===== src/rtl/segasys1_viddma.sv =====
// Video-bus DMA engine: shares the responder bus with the Z80 and, when started,
// fills, reads out to a stream, or writes in from a stream a block of video memory.
module segasys1_viddma #(
    parameter bit ONLY_VBLK = 1'b1
) (
    input  logic        VCLKx8,
    input  logic        RESET,
    input  logic        VBLK,

    input  logic [15:0] z80_ad,
    input  logic        z80_wr,
    input  logic [7:0]  z80_dw,
    output logic [7:0]  z80_dr,

    output logic [15:0] cpu_ad,
    output logic        cpu_wr,
    output logic [7:0]  cpu_dw,
    input  logic        cpu_rd,
    input  logic [7:0]  cpu_dr,

    input  logic        cmd_start,
    input  logic [1:0]  cmd_op,
    input  logic [15:0] cmd_addr,
    input  logic [11:0] cmd_len,
    input  logic [7:0]  cmd_fill,
    input  logic        cmd_abort,

    input  logic        s_valid,
    input  logic [7:0]  s_data,
    output logic        s_ready,

    output logic        m_valid,
    output logic [7:0]  m_data,
    input  logic        m_ready,

    output logic        busy,
    output logic        z80_wait,
    output logic        done,
    output logic        err
);

    typedef enum logic [2:0] {
        IDLE,
        FILL,
        WREQ,
        RADDR,
        RWAIT,
        RCAP,
        ROUT,
        FIN
    } state_t;

    localparam logic [1:0] OP_FILL  = 2'b00;
    localparam logic [1:0] OP_READ  = 2'b01;
    localparam logic [1:0] OP_WRITE = 2'b10;

    state_t      state;
    logic [15:0] addr;
    logic [12:0] cnt;
    logic [1:0]  op;
    logic [7:0]  fill;
    logic [7:0]  rdata;

    logic        stall;
    logic        last;
    logic        fill_wr;
    logic        wreq_wr;
    logic        eng_wr;

    // Outside vertical blank the engine freezes; abort also kills any write this cycle.
    assign stall   = ONLY_VBLK && !VBLK;
    assign last    = (cnt == 13'd1);
    assign busy    = (state != IDLE);
    assign z80_wait = busy;

    assign s_ready = (state == WREQ) && !stall && !cmd_abort;
    assign fill_wr = (state == FILL) && !stall && !cmd_abort;
    assign wreq_wr = s_ready && s_valid;
    assign eng_wr  = fill_wr || wreq_wr;

    assign m_valid = (state == ROUT);
    assign m_data  = rdata;

    // While busy the engine owns the bus and the Z80 write strobe never gets through.
    assign cpu_ad = busy ? addr : z80_ad;
    assign cpu_wr = busy ? eng_wr : z80_wr;
    assign cpu_dw = busy ? ((op == OP_WRITE) ? s_data : fill) : z80_dw;
    assign z80_dr = busy ? 8'hFF : cpu_dr;

    always_ff @(posedge VCLKx8 or posedge RESET) begin
        if (RESET) begin
            state <= IDLE;
            addr  <= 16'h0000;
            cnt   <= 13'd0;
            op    <= 2'b00;
            fill  <= 8'h00;
            rdata <= 8'h00;
            done  <= 1'b0;
            err   <= 1'b0;
        end else begin
            done <= 1'b0;
            case (state)
                IDLE: begin
                    if (cmd_start) begin
                        addr <= cmd_addr;
                        cnt  <= (cmd_len == 12'd0) ? 13'd4096 : {1'b0, cmd_len};
                        op   <= cmd_op;
                        fill <= cmd_fill;
                        err  <= 1'b0;
                        case (cmd_op)
                            OP_FILL:  state <= FILL;
                            OP_READ:  state <= RADDR;
                            OP_WRITE: state <= WREQ;
                            default: begin
                                err   <= 1'b1;
                                done  <= 1'b1;
                                state <= FIN;
                            end
                        endcase
                    end
                end

                FIN: state <= IDLE;

                default: begin
                    if (cmd_abort) begin
                        done  <= 1'b1;
                        state <= FIN;
                    end else begin
                        case (state)
                            FILL, WREQ: begin
                                if (eng_wr) begin
                                    addr <= addr + 16'd1;
                                    cnt  <= cnt - 13'd1;
                                    if (last) begin
                                        done  <= 1'b1;
                                        state <= FIN;
                                    end
                                end
                            end

                            RADDR: begin
                                if (!stall)
                                    state <= RWAIT;
                            end

                            // A stall here would lose the responder pipeline, so re-issue the address.
                            RWAIT: state <= stall ? RADDR : RCAP;

                            RCAP: begin
                                if (!stall) begin
                                    rdata <= cpu_rd ? cpu_dr : 8'hFF;
                                    if (!cpu_rd)
                                        err <= 1'b1;
                                    state <= ROUT;
                                end
                            end

                            ROUT: begin
                                if (m_ready) begin
                                    addr <= addr + 16'd1;
                                    cnt  <= cnt - 13'd1;
                                    if (last) begin
                                        done  <= 1'b1;
                                        state <= FIN;
                                    end else begin
                                        state <= RADDR;
                                    end
                                end
                            end

                            default: state <= IDLE;
                        endcase
                    end
                end
            endcase
        end
    end

endmodule


===== config.mk =====
export PLATFORM = sky130hd
export DESIGN_NAME = segasys1_viddma
export DESIGN_NICKNAME = d
export VERILOG_FILES = /design/src/rtl/segasys1_viddma.sv
export SDC_FILE = /design/constraint.sdc
export NUM_CORES = 1
export LEC_CHECK = 0
export BUFFER_PORTS_ARGS = -buffer_cell sky130_fd_sc_hd__buf_4
export CELL_PAD_IN_SITES_DETAIL_PLACEMENT = 0
export CELL_PAD_IN_SITES_GLOBAL_PLACEMENT = 1
export CORE_MARGIN = 2
export CORE_UTILIZATION = 30
export CTS_BUF_LIST = sky130_fd_sc_hd__clkbuf_4
export DETAILED_ROUTE_END_ITERATION = 12
export PLACE_DENSITY = 0.79
export SYNTH_ARGS = -nofsm -noshare
export SYNTH_HDL_FRONTEND = slang
export SYNTH_SLANG_ARGS = --single-unit

===== constraint.sdc =====
create_clock -name VCLKx8 -period 2.5 [get_ports VCLKx8]
set_input_delay 0.25 -clock VCLKx8 [delete_from_list [all_inputs] [get_ports VCLKx8]]
set_output_delay 0.25 -clock VCLKx8 [all_outputs]
set_load 0.05 [all_outputs]

==> results of run 1 <==
-- cell type report --
cell class                      instances  area (µm²)
Sequential cell                        52        1300
Tap cell                              140         175
Inverter                               21        81.3
Clock inverter                          1        5.00
Timing Repair Buffer                  146        1110
Clock buffer                            6        45.0
Fill cell                            1149        6330
Multi-Input combinational cell        323        1880
-- logic make-up (layout without fill, tap and decap cells) --
family	Yosys count	after routing
and+or+nand+nor	160	160
AOI/OAI and AO/OA	137	137
DFF	52	52
buffers and inverters	52	174
muxes	22	22
adders and majority gates	3	3
xor gates and xnor gates	1	1
-- metrics by stage --
stage          area, µm²  util [%]  total power [mW]  std cells  worst slack [ns]
6_report            4600      42.1              6.08        689             0.179
3_5_place_dp        4550      41.6              5.73        682             0.387
5_1_grt             4600      42.1              6.54        689            0.0263
2_1_floorplan       3400         -              4.56        427             0.117
3_3_place_gp        4550      41.6              5.67        682             0.433
4_1_cts             4600      42.1              6.13        689             0.166
-- cells in the mapped netlist (6+ instances only) --
library cell  instances
nand2_1              76
dfrtp_1              52
o21ai_1              35
a21oi_1              33
nor2_1               29
inv_1                20
clkbuf_1             17
o21ai_0              17
mux2i_1              12
a31oi_1              11
nand3_1              11
mux2_1               10
nor4_1                8
nor3_1                7
o22ai_1               6
-- power by group through the flow --
stage | Combinational, mW | Clock, mW | Sequential (mW)
2_1_floorplan | 2.76 | 0 | 1.80
3_3_place_gp | 4.04 | 0 | 1.62
3_5_place_dp | 4.09 | 0 | 1.64
4_1_cts | 4.10 | 0.410 | 1.62
5_1_grt | 4.40 | 0.441 | 1.70
6_report | 4.07 | 0.384 | 1.63
-- worst register-to-register path, stage by stage (launching register included) --
cell       delay, ns
dfrtp_1         0.45
buf_4           0.20
inv_1           0.09
nor4_1          0.09
o32ai_4         0.92
nor2_1          0.12
a2bb2oi_1       0.16
-- worst paths after layout --
| kind | slack [ns] | start | to |
|---|---|---|---|
| max | 0.18 | state[1]$_DFFE_PP0P_ | cpu_ad[15] |
| min | -0.009 | RESET | addr[10]$_DFFE_PP0P_ |
| max reg2reg | 0.39 | state[0]$_DFFE_PP0P_ | cnt[4]$_DFFE_PP0P_ |
| min reg2reg | 0.49 | op[1]$_DFFE_PP0P_ | op[1]$_DFFE_PP0P_ |
| max in group asynchronous | 1.81 | RESET | cnt[1]$_DFFE_PP0P_ |
| min in group VCLKx8 | 0.09 | cmd_fill[7] | fill[7]$_DFFE_PP0P_ |
-- sequential cells by signal (all words and copies together) (netlist names) --
| name | flops |
|---|---|
| addr | 16 |
| cnt | 13 |
| done | 1 |
| err | 1 |
| fill | 8 |
| m_data | 8 |
| op | 2 |
| state | 3 |
-- cell usage in the layout, fill, tap and decap left out, drive strengths merged, types with 2 or more instances in the layout --
master / n
dfrtp: 52
nand4: 4
mux2: 10
nor2b: 3
a32oi: 3
mux2i: 12
nor2: 29
buf: 146
nand2b: 5
nor3b: 5
a211oi: 3
ha: 3
a2bb2oi: 6
a22oi: 5
o2bb2ai: 4
and3: 2
o21ai: 52
a21o: 2
o32ai: 3
a21oi: 33
nor3: 9
a31oi: 11
inv: 21
nand2: 76
nor4: 9
clkbuf: 6
nand3: 11
o22ai: 6
-- metal layers --
metal  vias to the layer above  wire [µm]  track usage, %
li1                       1774          -               -
met1                      1638       4720            22.9
met2                        85       4810            27.1
met3                         9        444            2.69
met4                         0        113            3.67
met5                         -          0               0
==> impl_metrics.ini, run 1 <==
[outcome]
outcome = complete, but fails checks
violations = negative hold slack

[floorplan]
die_h_um = 110
core.rowCount = 38
core_mm2 = 0.0109
die_area_mm2 = 0.0122
fp.dieW_um = 110
start_util_pct = 31.1
ios = 134

[setup_path]
criticalPathCategory = reg2out
startpoint_type = register
cp-end-kind = output pin
path_depth = 6
r2r_cells = 6
arrival_ns = 2.07
worst-path-max-fanout = 52
max_stage_delay_ns = 0.48
cp.required_ns = 2.25
cp_top_family = buffers and inverters
cp_slowest_cell = dfrtp_1
path_buf_inv = 3
worstPathCellList = buf_4 -> nor3_4 -> inv_4 -> nand2_1 -> nand2_1 -> buf_4

[synth]
ys_seq_elements = 52
synth-seq-area-share_pct = 38.3
syn-cell-area_mm2 = 0.00340
synth_fa_ha_area_share_pct = 1.10
netlist.area_leader.share_pct = 38.3
synth_xor_area_share_pct = 0.258
synth_enable_flop_cells = 0
netlist_instances = 427
async_flop_share_pct = 100
synth_mux_area_share_pct = 6.85
synth_top_family_by_area = compound AO/OA/AOI/OAI gates
yosysWarnings = 0
avgSynthCellArea_um2 = 7.96
synth_ff_type = dfrtp_1
yosys-top-cells-area = dfrtp_1 (38%), nand2_1 (8.4%), o21ai_1 (5.2%)
syn-num-nets = 517
synth_compound_area_share_pct = 24.5
synth_cell_types = 53
synth_top_area_cell = dfrtp_1
yosys.area_share.simple_pct = 22.0

[global_routing]
grt_pass1_wl_um = 17000
grt_use_total_pct = 16.5
antenna_found_initial = 0
first_global_vias = 3410
grt_max_degree = 62
grt_overflow = 0

[cts]
cts.clk_slew.worst_paths_ns = 0.16
cts-root-buf = clkbuf_4
cts_tree = built
cts_resized = 0
clock_sinks = 52
post-cts-setup-buffers = 0
cts_hold_buffers = 0
clk_latency_ns = 0.36
cts_buffers = 5
clock_path_buffers = 2
cts.htree.levels = 2

[place]
dp_hpwl_um = 7500
gp_congestion = 0.851
port_buffers = 133

[routing]
wl_per_cell_um = 14.6
vias = 3506
route.detailed.drc = 0
drt_iter0_drc = 192
via_per_inst = 5.09
first_pass_iters = 4
drt_wl_total_um = 10100
ant_nets = 0

[pwr]
power.share.clock_pct = 6.3
p_switching_mw = 3.33
combPwrFrac_pct = 66.9
power.density_mw_per_mm2 = 1320
ir_drop_v = 0.000752
p_sw_share_pct = 54.7
cell_internal_pwr_mw = 2.75
p_leak_nw = 2.10
p_seq_share_pct = 26.8

[timing]
rsz0062_at_grt = false
tightest_slew_ns = 1.03
period_share_pct = 92.8
slew_headroom_pct = 31.0
setup_viol = 0
fmax_ghz = 0.431
fin_hold_ws_ns = -0.00875
post-route-min-period_ns = 2.32
maxSlewViolCount = 0
finClkSkew_ns = 0.0135
fin_setup_tns_ns = 0
hold_viol = 4

[layout]
antenna_cells = 0
area_growth_syn_to_layout_pct = 35.4
finalNetCount = 639
layout-drive-gt1-share_pct = 29.7

[job]
maxCapViolCount = 0

[hold_path]
hold_class = in2async
(Power assumes the default switching activity.)
==> inputs of run 2 (changes only) <==
--- a/config.mk
+++ b/config.mk
@@ -12,7 +12,8 @@
 export CORE_UTILIZATION = 30
 export CTS_BUF_LIST = sky130_fd_sc_hd__clkbuf_4
 export DETAILED_ROUTE_END_ITERATION = 12
-export PLACE_DENSITY = 0.79
+export PLACE_DENSITY = 0.7
+export SLEW_MARGIN = 25
 export SYNTH_ARGS = -nofsm -noshare
 export SYNTH_HDL_FRONTEND = slang
 export SYNTH_SLANG_ARGS = --single-unit
==> run 2 against run 1 <==
  * The run now ends clean
  * Critical endpoint is now cpu_ad[9]
  * Count of clock-buffer cells in the layout shrank 1
  * Global-route usage shrank 0.48 points
  * Critical path type unchanged
  * First-iteration DRC count grew 13%
  * Worst hold slack gained 0.040 ns
  * Final cell count grew 0.29%
  * Sequential share of layout area shrank 0.29 points
  * Total power grew 1.9%
  * Wire length shrank 2.4%
==> impl_metrics.ini, run 2 (synthesis gave the netlist of run 1 again) <==
[outcome]
outcome = complete, no violations

[floorplan]
ios = 134
die_area_mm2 = 0.0122
fp.dieW_um = 110
start_util_pct = 31.1
core_mm2 = 0.0109
core.rowCount = 38
die_h_um = 110

[timing]
tightest_slew_ns = 0.683
slew_headroom_pct = 54.5
maxSlewViolCount = 0
rsz0062_at_grt = false
finClkSkew_ns = 0.0140
fmax_ghz = 0.434
period_share_pct = 92.3
setup_viol = 0
post-route-min-period_ns = 2.31
hold_viol = 0
fin_setup_tns_ns = 0

[routing]
highest_layer = met4
wl_per_cell_um = 14.2
route.met2.wl_um = 4600
dr_wl_met3_um = 478
drt_iter0_drc = 216
ant_nets = 0
route.detailed.drc = 0
vias = 3463
first_pass_iters = 4
via_per_inst = 5.01
wl_met1_um = 4700
drt_wl_total_um = 9840

[layout]
largest_reg_flops = 16
layout-drive-gt1-share_pct = 30.1
final_cell_mix = buf_4 (145), nand2_1 (76), dfrtp_1 (51)
design_area_mm2 = 0.00465
area_growth_syn_to_layout_pct = 36.9
finalNetCount = 640
top_regs = addr: 16 flops, cnt: 13 flops
top_register = addr
antenna_cells = 0
final_common_cell = buf_4
num-fill-cells = 1135

[global_routing]
grt_pass1_wl_um = 16500
antenna_found_initial = 0
grt_use_total_pct = 16.0
first_global_vias = 3303
grt_max_degree = 75
grt_overflow = 0

[job]
maxCapViolCount = 0

[setup_path]
max_stage_delay_ns = 0.59
rrSetupSlack_ns = 0.38
worstPathCellList = nor3_4 -> buf_12 -> nand2_1 -> o21ai_0 -> buf_4
worst-path-max-fanout = 74
criticalPathCategory = reg2out
cp_slowest_cell = dfrtp_1
r2r_cells = 6
startpoint_type = register
arrival_ns = 2.06
cp-end-kind = output pin
startpoint = state[0]$_DFFE_PP0P_
r2r-start = state[0]$_DFFE_PP0P_
r2r-end = cnt[11]$_DFFE_PP0P_
critPathCapture = cpu_ad[9]
cp.required_ns = 2.25

[place]
gp_congestion = 0.789
port_buffers = 133
post_dp_cell_area_mm2 = 0.00457
dp_hpwl_um = 7300

[pwr]
p_leak_nw = 2.12
power.density_mw_per_mm2 = 1330
ir_drop_v = 0.000686

[cts]
clock_sinks = 52
cts-root-buf = clkbuf_4
clk_latency_ns = 0.38
clock_path_buffers = 2
cts_tree = built
cts_buffers = 5
cts.htree.levels = 2
cts.clk_slew.worst_paths_ns = 0.17

[hold_path]
hold_class = in2async
==> run 2: cell types whose count changed in the layout (fill, tap and decap cells not counted) <==
cell	change
buf_12	+1
bufinv_16	+1
clkbuf_4	-1
clkinvlp_4	+1
dfrtp_1	-1
dfrtp_2	+1
==> run 2: worst max-delay path: cells and delay by family, from the launching register on <==
family	cells	cell delay (ns)
AOI/OAI and AO/OA	1	0.08
buffers and inverters	2	0.55
DFF	1	0.59
and+or+nand+nor	2	0.44
==> run 2: stage by stage <==
step                worst slack (ns)  total power [mW]  hold slack, ns  instances  utilization, %
floorplan                      0.117              4.56           0.385        427               -
detailed placement             0.395              5.74           0.474        683            41.8
global route                  0.0115              6.67          0.0418        691            42.5
global placement               0.460              5.69           0.464        683            41.8
finish                         0.194              6.19          0.0309        691            42.5
CTS                            0.135              6.25          0.0601        691            42.5
==> run 2: how the worst min path moves through the flow <==
stage                            from                  end  cells past startpoint
floorplan                 cmd_fill[0]  fill[0]$_DFFE_PP0P_                      1
global placement    op[1]$_DFFE_PP0P_    op[1]$_DFFE_PP0P_                      1
detailed placement        cmd_fill[1]  fill[1]$_DFFE_PP0P_                      2
CTS                       cmd_fill[1]  fill[1]$_DFFE_PP0P_                      2
global route              cmd_fill[5]  fill[5]$_DFFE_PP0P_                      2
finish                          RESET   cnt[5]$_DFFE_PP0P_                      3
==> run 2: routing by layer <==
layer / vias up / global-route usage [%]
met5: - / 0
met4: 0 / 2.75
met3: 8 / 3.07
met2: 101 / 25.4
met1: 1585 / 23.0
li1: 1769 / -
==> run 2: final cells by class <==
| type | count | area (µm²) | area share (%) |
|---|---|---|---|
| clock buffer | 5 | 37.5 | 0.807 |
| sequential | 52 | 1300 | 28.0 |
| inverter | 21 | 81.3 | 1.75 |
| multi-input combinational | 323 | 1880 | 40.5 |
| clock inverter | 3 | 42.5 | 0.914 |
| timing repair buffer | 147 | 1130 | 24.3 |
| tap | 140 | 175 | 3.77 |
==> run 2: where the power goes <==
part | switching [mW] | internal (mW)
Clock | 0.291 | 0.209
Combinational | 2.61 | 1.41
Sequential | 0.433 | 1.24
Total | 3.33 | 2.86
==> run 2: what timing repair did <==
item / CTS / global route
gates resized for setup: 0 / 1
setup buffers: 0 / 0
setup endpoints to repair: 0 / 3
hold buffers: 0 / 0
==> inputs of run 3 (changes only) <==
--- a/config.mk
+++ b/config.mk
@@ -5,6 +5,7 @@
 export SDC_FILE = /design/constraint.sdc
 export NUM_CORES = 1
 export LEC_CHECK = 0
+export ABC_AREA = 1
 export BUFFER_PORTS_ARGS = -buffer_cell sky130_fd_sc_hd__buf_4
 export CELL_PAD_IN_SITES_DETAIL_PLACEMENT = 0
 export CELL_PAD_IN_SITES_GLOBAL_PLACEMENT = 1
@@ -12,7 +13,7 @@
 export CORE_UTILIZATION = 30
 export CTS_BUF_LIST = sky130_fd_sc_hd__clkbuf_4
 export DETAILED_ROUTE_END_ITERATION = 12
-export PLACE_DENSITY = 0.7
+export PLACE_DENSITY = 0.72
 export SLEW_MARGIN = 25
 export SYNTH_ARGS = -nofsm -noshare
 export SYNTH_HDL_FRONTEND = slang
==> run 3 against run 2 <==
  * Worst hold slack better by 0.031 ns
  * Wire length rose by 11%
  * Final cell count is 29% higher
  * Clock power decreased by 21%
  * Critical path depth increased by 2
  * Via count grew 16%
  * First-iteration DRC count fell by 4.2%
  * Die area rose by 9.5%
  * Combinational power rose by 10%
  * Synthesized cell count is 40% higher
  * Critical path type unchanged
  * Largest power group unchanged
  * Highest routed layer unchanged
==> impl_metrics.ini, run 3 <==
[outcome]
outcome = complete, no violations

[timing]
maxSlewViolCount = 0
setup_viol = 0
period_share_pct = 91.5
fin_hold_ws_ns = 0.0621
tightest_slew_ns = 0.613
fin_setup_tns_ns = 0
finClkSkew_ns = 0.0185
rsz0062_at_grt = false
hold_viol = 0
slew_headroom_pct = 58.8
fmax_ghz = 0.437
post-route-min-period_ns = 2.29

[setup_path]
cp.required_ns = 2.25
startpoint_type = register
startpoint = state[0]$_DFFE_PP0P_
arrival_ns = 2.04
r2r-start = state[0]$_DFFE_PP0P_
cp-end-kind = output pin
criticalPathCategory = reg2out
worst-path-max-fanout = 27

[synth]
netlist_instances = 596
syn-num-nets = 686
async_flop_share_pct = 100
synth_cell_types = 31
synth_ff_type = dfrtp_1
yosys-top-cells-area = dfrtp_1 (35%), nand2_1 (24%), o21ai_0 (7.6%)
synth_enable_flop_cells = 0
synth_common_cells = nand2_1 (237), nor2_1 (69), o21ai_0 (57)
netlist.area_leader.share_pct = 34.9
synth-seq-area-share_pct = 34.9
avgSynthCellArea_um2 = 6.26
yosysWarnings = 0
synth_top_area_cell = dfrtp_1
yosysMostFrequentCell = nand2_1
ys_seq_elements = 52
syn-cell-area_mm2 = 0.00373

[layout]
antenna_cells = 0
finalNetCount = 811
top_register = addr
area_growth_syn_to_layout_pct = 32.5
final_common_cell = nand2_1
top_regs = addr: 16 flops, cnt: 13 flops
layout-drive-gt1-share_pct = 24.1
final_cell_mix = nand2_1 (237), buf_4 (137), nor2_1 (69)
largest_reg_flops = 16

[global_routing]
antenna_found_initial = 0
grt_overflow = 0
grt_pass1_wl_um = 17900
first_global_vias = 3852
grt_use_total_pct = 16.4
grt_max_degree = 43

[cts]
cts_tree = built
cts-root-buf = clkbuf_4
cts_buffers = 5
cts.htree.levels = 2
clk_latency_ns = 0.38
clock_sinks = 52
post-cts-setup-buffers = 0
clock_path_buffers = 2
cts.clk_slew.worst_paths_ns = 0.15

[pwr]
p_leak_nw = 2.55
power.density_mw_per_mm2 = 1300
ir_drop_v = 0.00102

[hold_path]
hp-start = cmd_fill[3]
hold_class = in2reg

[place]
gp_congestion = 0.941
port_buffers = 133
dp_hpwl_um = 8320

[routing]
drt_wl_total_um = 10900
route.detailed.drc = 0
wl_per_cell_um = 12.3
vias = 4027
ant_nets = 0
first_pass_iters = 4
drt_iter0_drc = 207
via_per_inst = 4.52

[floorplan]
core_mm2 = 0.0121
die_area_mm2 = 0.0134
ios = 134
core.rowCount = 40
start_util_pct = 31.0
fp.dieW_um = 116
die_h_um = 116

[job]
maxCapViolCount = 0
-- run 3: worst max-delay path, stage by stage (launching register included) --
cell	delay, ns
dfrtp_1	0.51
inv_2	0.14
nand2_2	0.08
nor2_4	0.21
buf_6	0.26
or2_2	0.17
o21a_1	0.11
buf_4	0.19
-- run 3: worst paths after layout --
kind                            slack (ns)  cells after the start               endpoint
worst max-delay path                  0.21                      7              cpu_ad[9]
worst min-delay path                  0.06                      3    fill[3]$_DFFE_PP0P_
worst max register to register        0.53                      8     cnt[8]$_DFFE_PP0P_
worst min register to register        0.49                      2    fill[0]$_DFFE_PP0P_
max in group asynchronous             1.49                      4  m_data[7]$_DFFE_PP0P_
min in group asynchronous             0.47                      3     cnt[8]$_DFFE_PP0P_
-- run 3: power breakdown --
group	switching (mW)	internal, mW
registers	0.355	1.23
clock network	0.275	0.119
logic	3.06	1.37
total	3.69	2.72
-- run 3: area by class of cell --
class                      instances  area (µm²)
timing repair buffer             141        1080
inverter                          57         214
multi-input combinational        464        2080
sequential                        52        1300
clock inverter                     2        11.3
tap                              168         210
fill                            1301        7110
clock buffer                       6        45.0
-- run 3: logic make-up (layout without fill, tap and decap cells) --
kind of cell	Yosys count	after routing	synth area share, %
adders and majority gates	3	3	1.01
AOI/OAI and AO/OA	90	90	13.4
xor gates and xnor gates	2	2	0.469
buffers and inverters	80	206	9.32
and+or+nand+nor	369	369	41.0
DFF	52	52	34.9
-- run 3: stage by stage --
step / setup WS (ns) / instances / power (mW) / utilization, % / instance area, µm²
2_1_floorplan: 0.110 / 596 / 4.86 / - / 3730
3_3_place_gp: 0.561 / 881 / 6.03 / 40.4 / 4870
3_5_place_dp: 0.522 / 881 / 6.05 / 40.4 / 4870
4_1_cts: 0.0787 / 890 / 6.46 / 41.0 / 4940
5_1_grt: 0.0530 / 890 / 6.99 / 41.0 / 4950
6_report: 0.213 / 890 / 6.41 / 41.0 / 4950
-- run 3: layer usage --
layer / up-vias / part of all wire, % / GRT usage [%]
met5: - / 0 / 0
met4: 0 / 0.19 / 2.09
met3: 4 / 5.7 / 2.30
met2: 122 / 47 / 28.0
met1: 1770 / 47 / 22.6
li1: 2131 / - / -
-- run 3: what timing repair did --
item | 4_1_cts | 5_1_grt
hold buffers | 1 | 0
endpoints found under the hold margin | 24 | 0
gates resized for setup | 0 | 3
endpoints found under the setup margin | 0 | 11
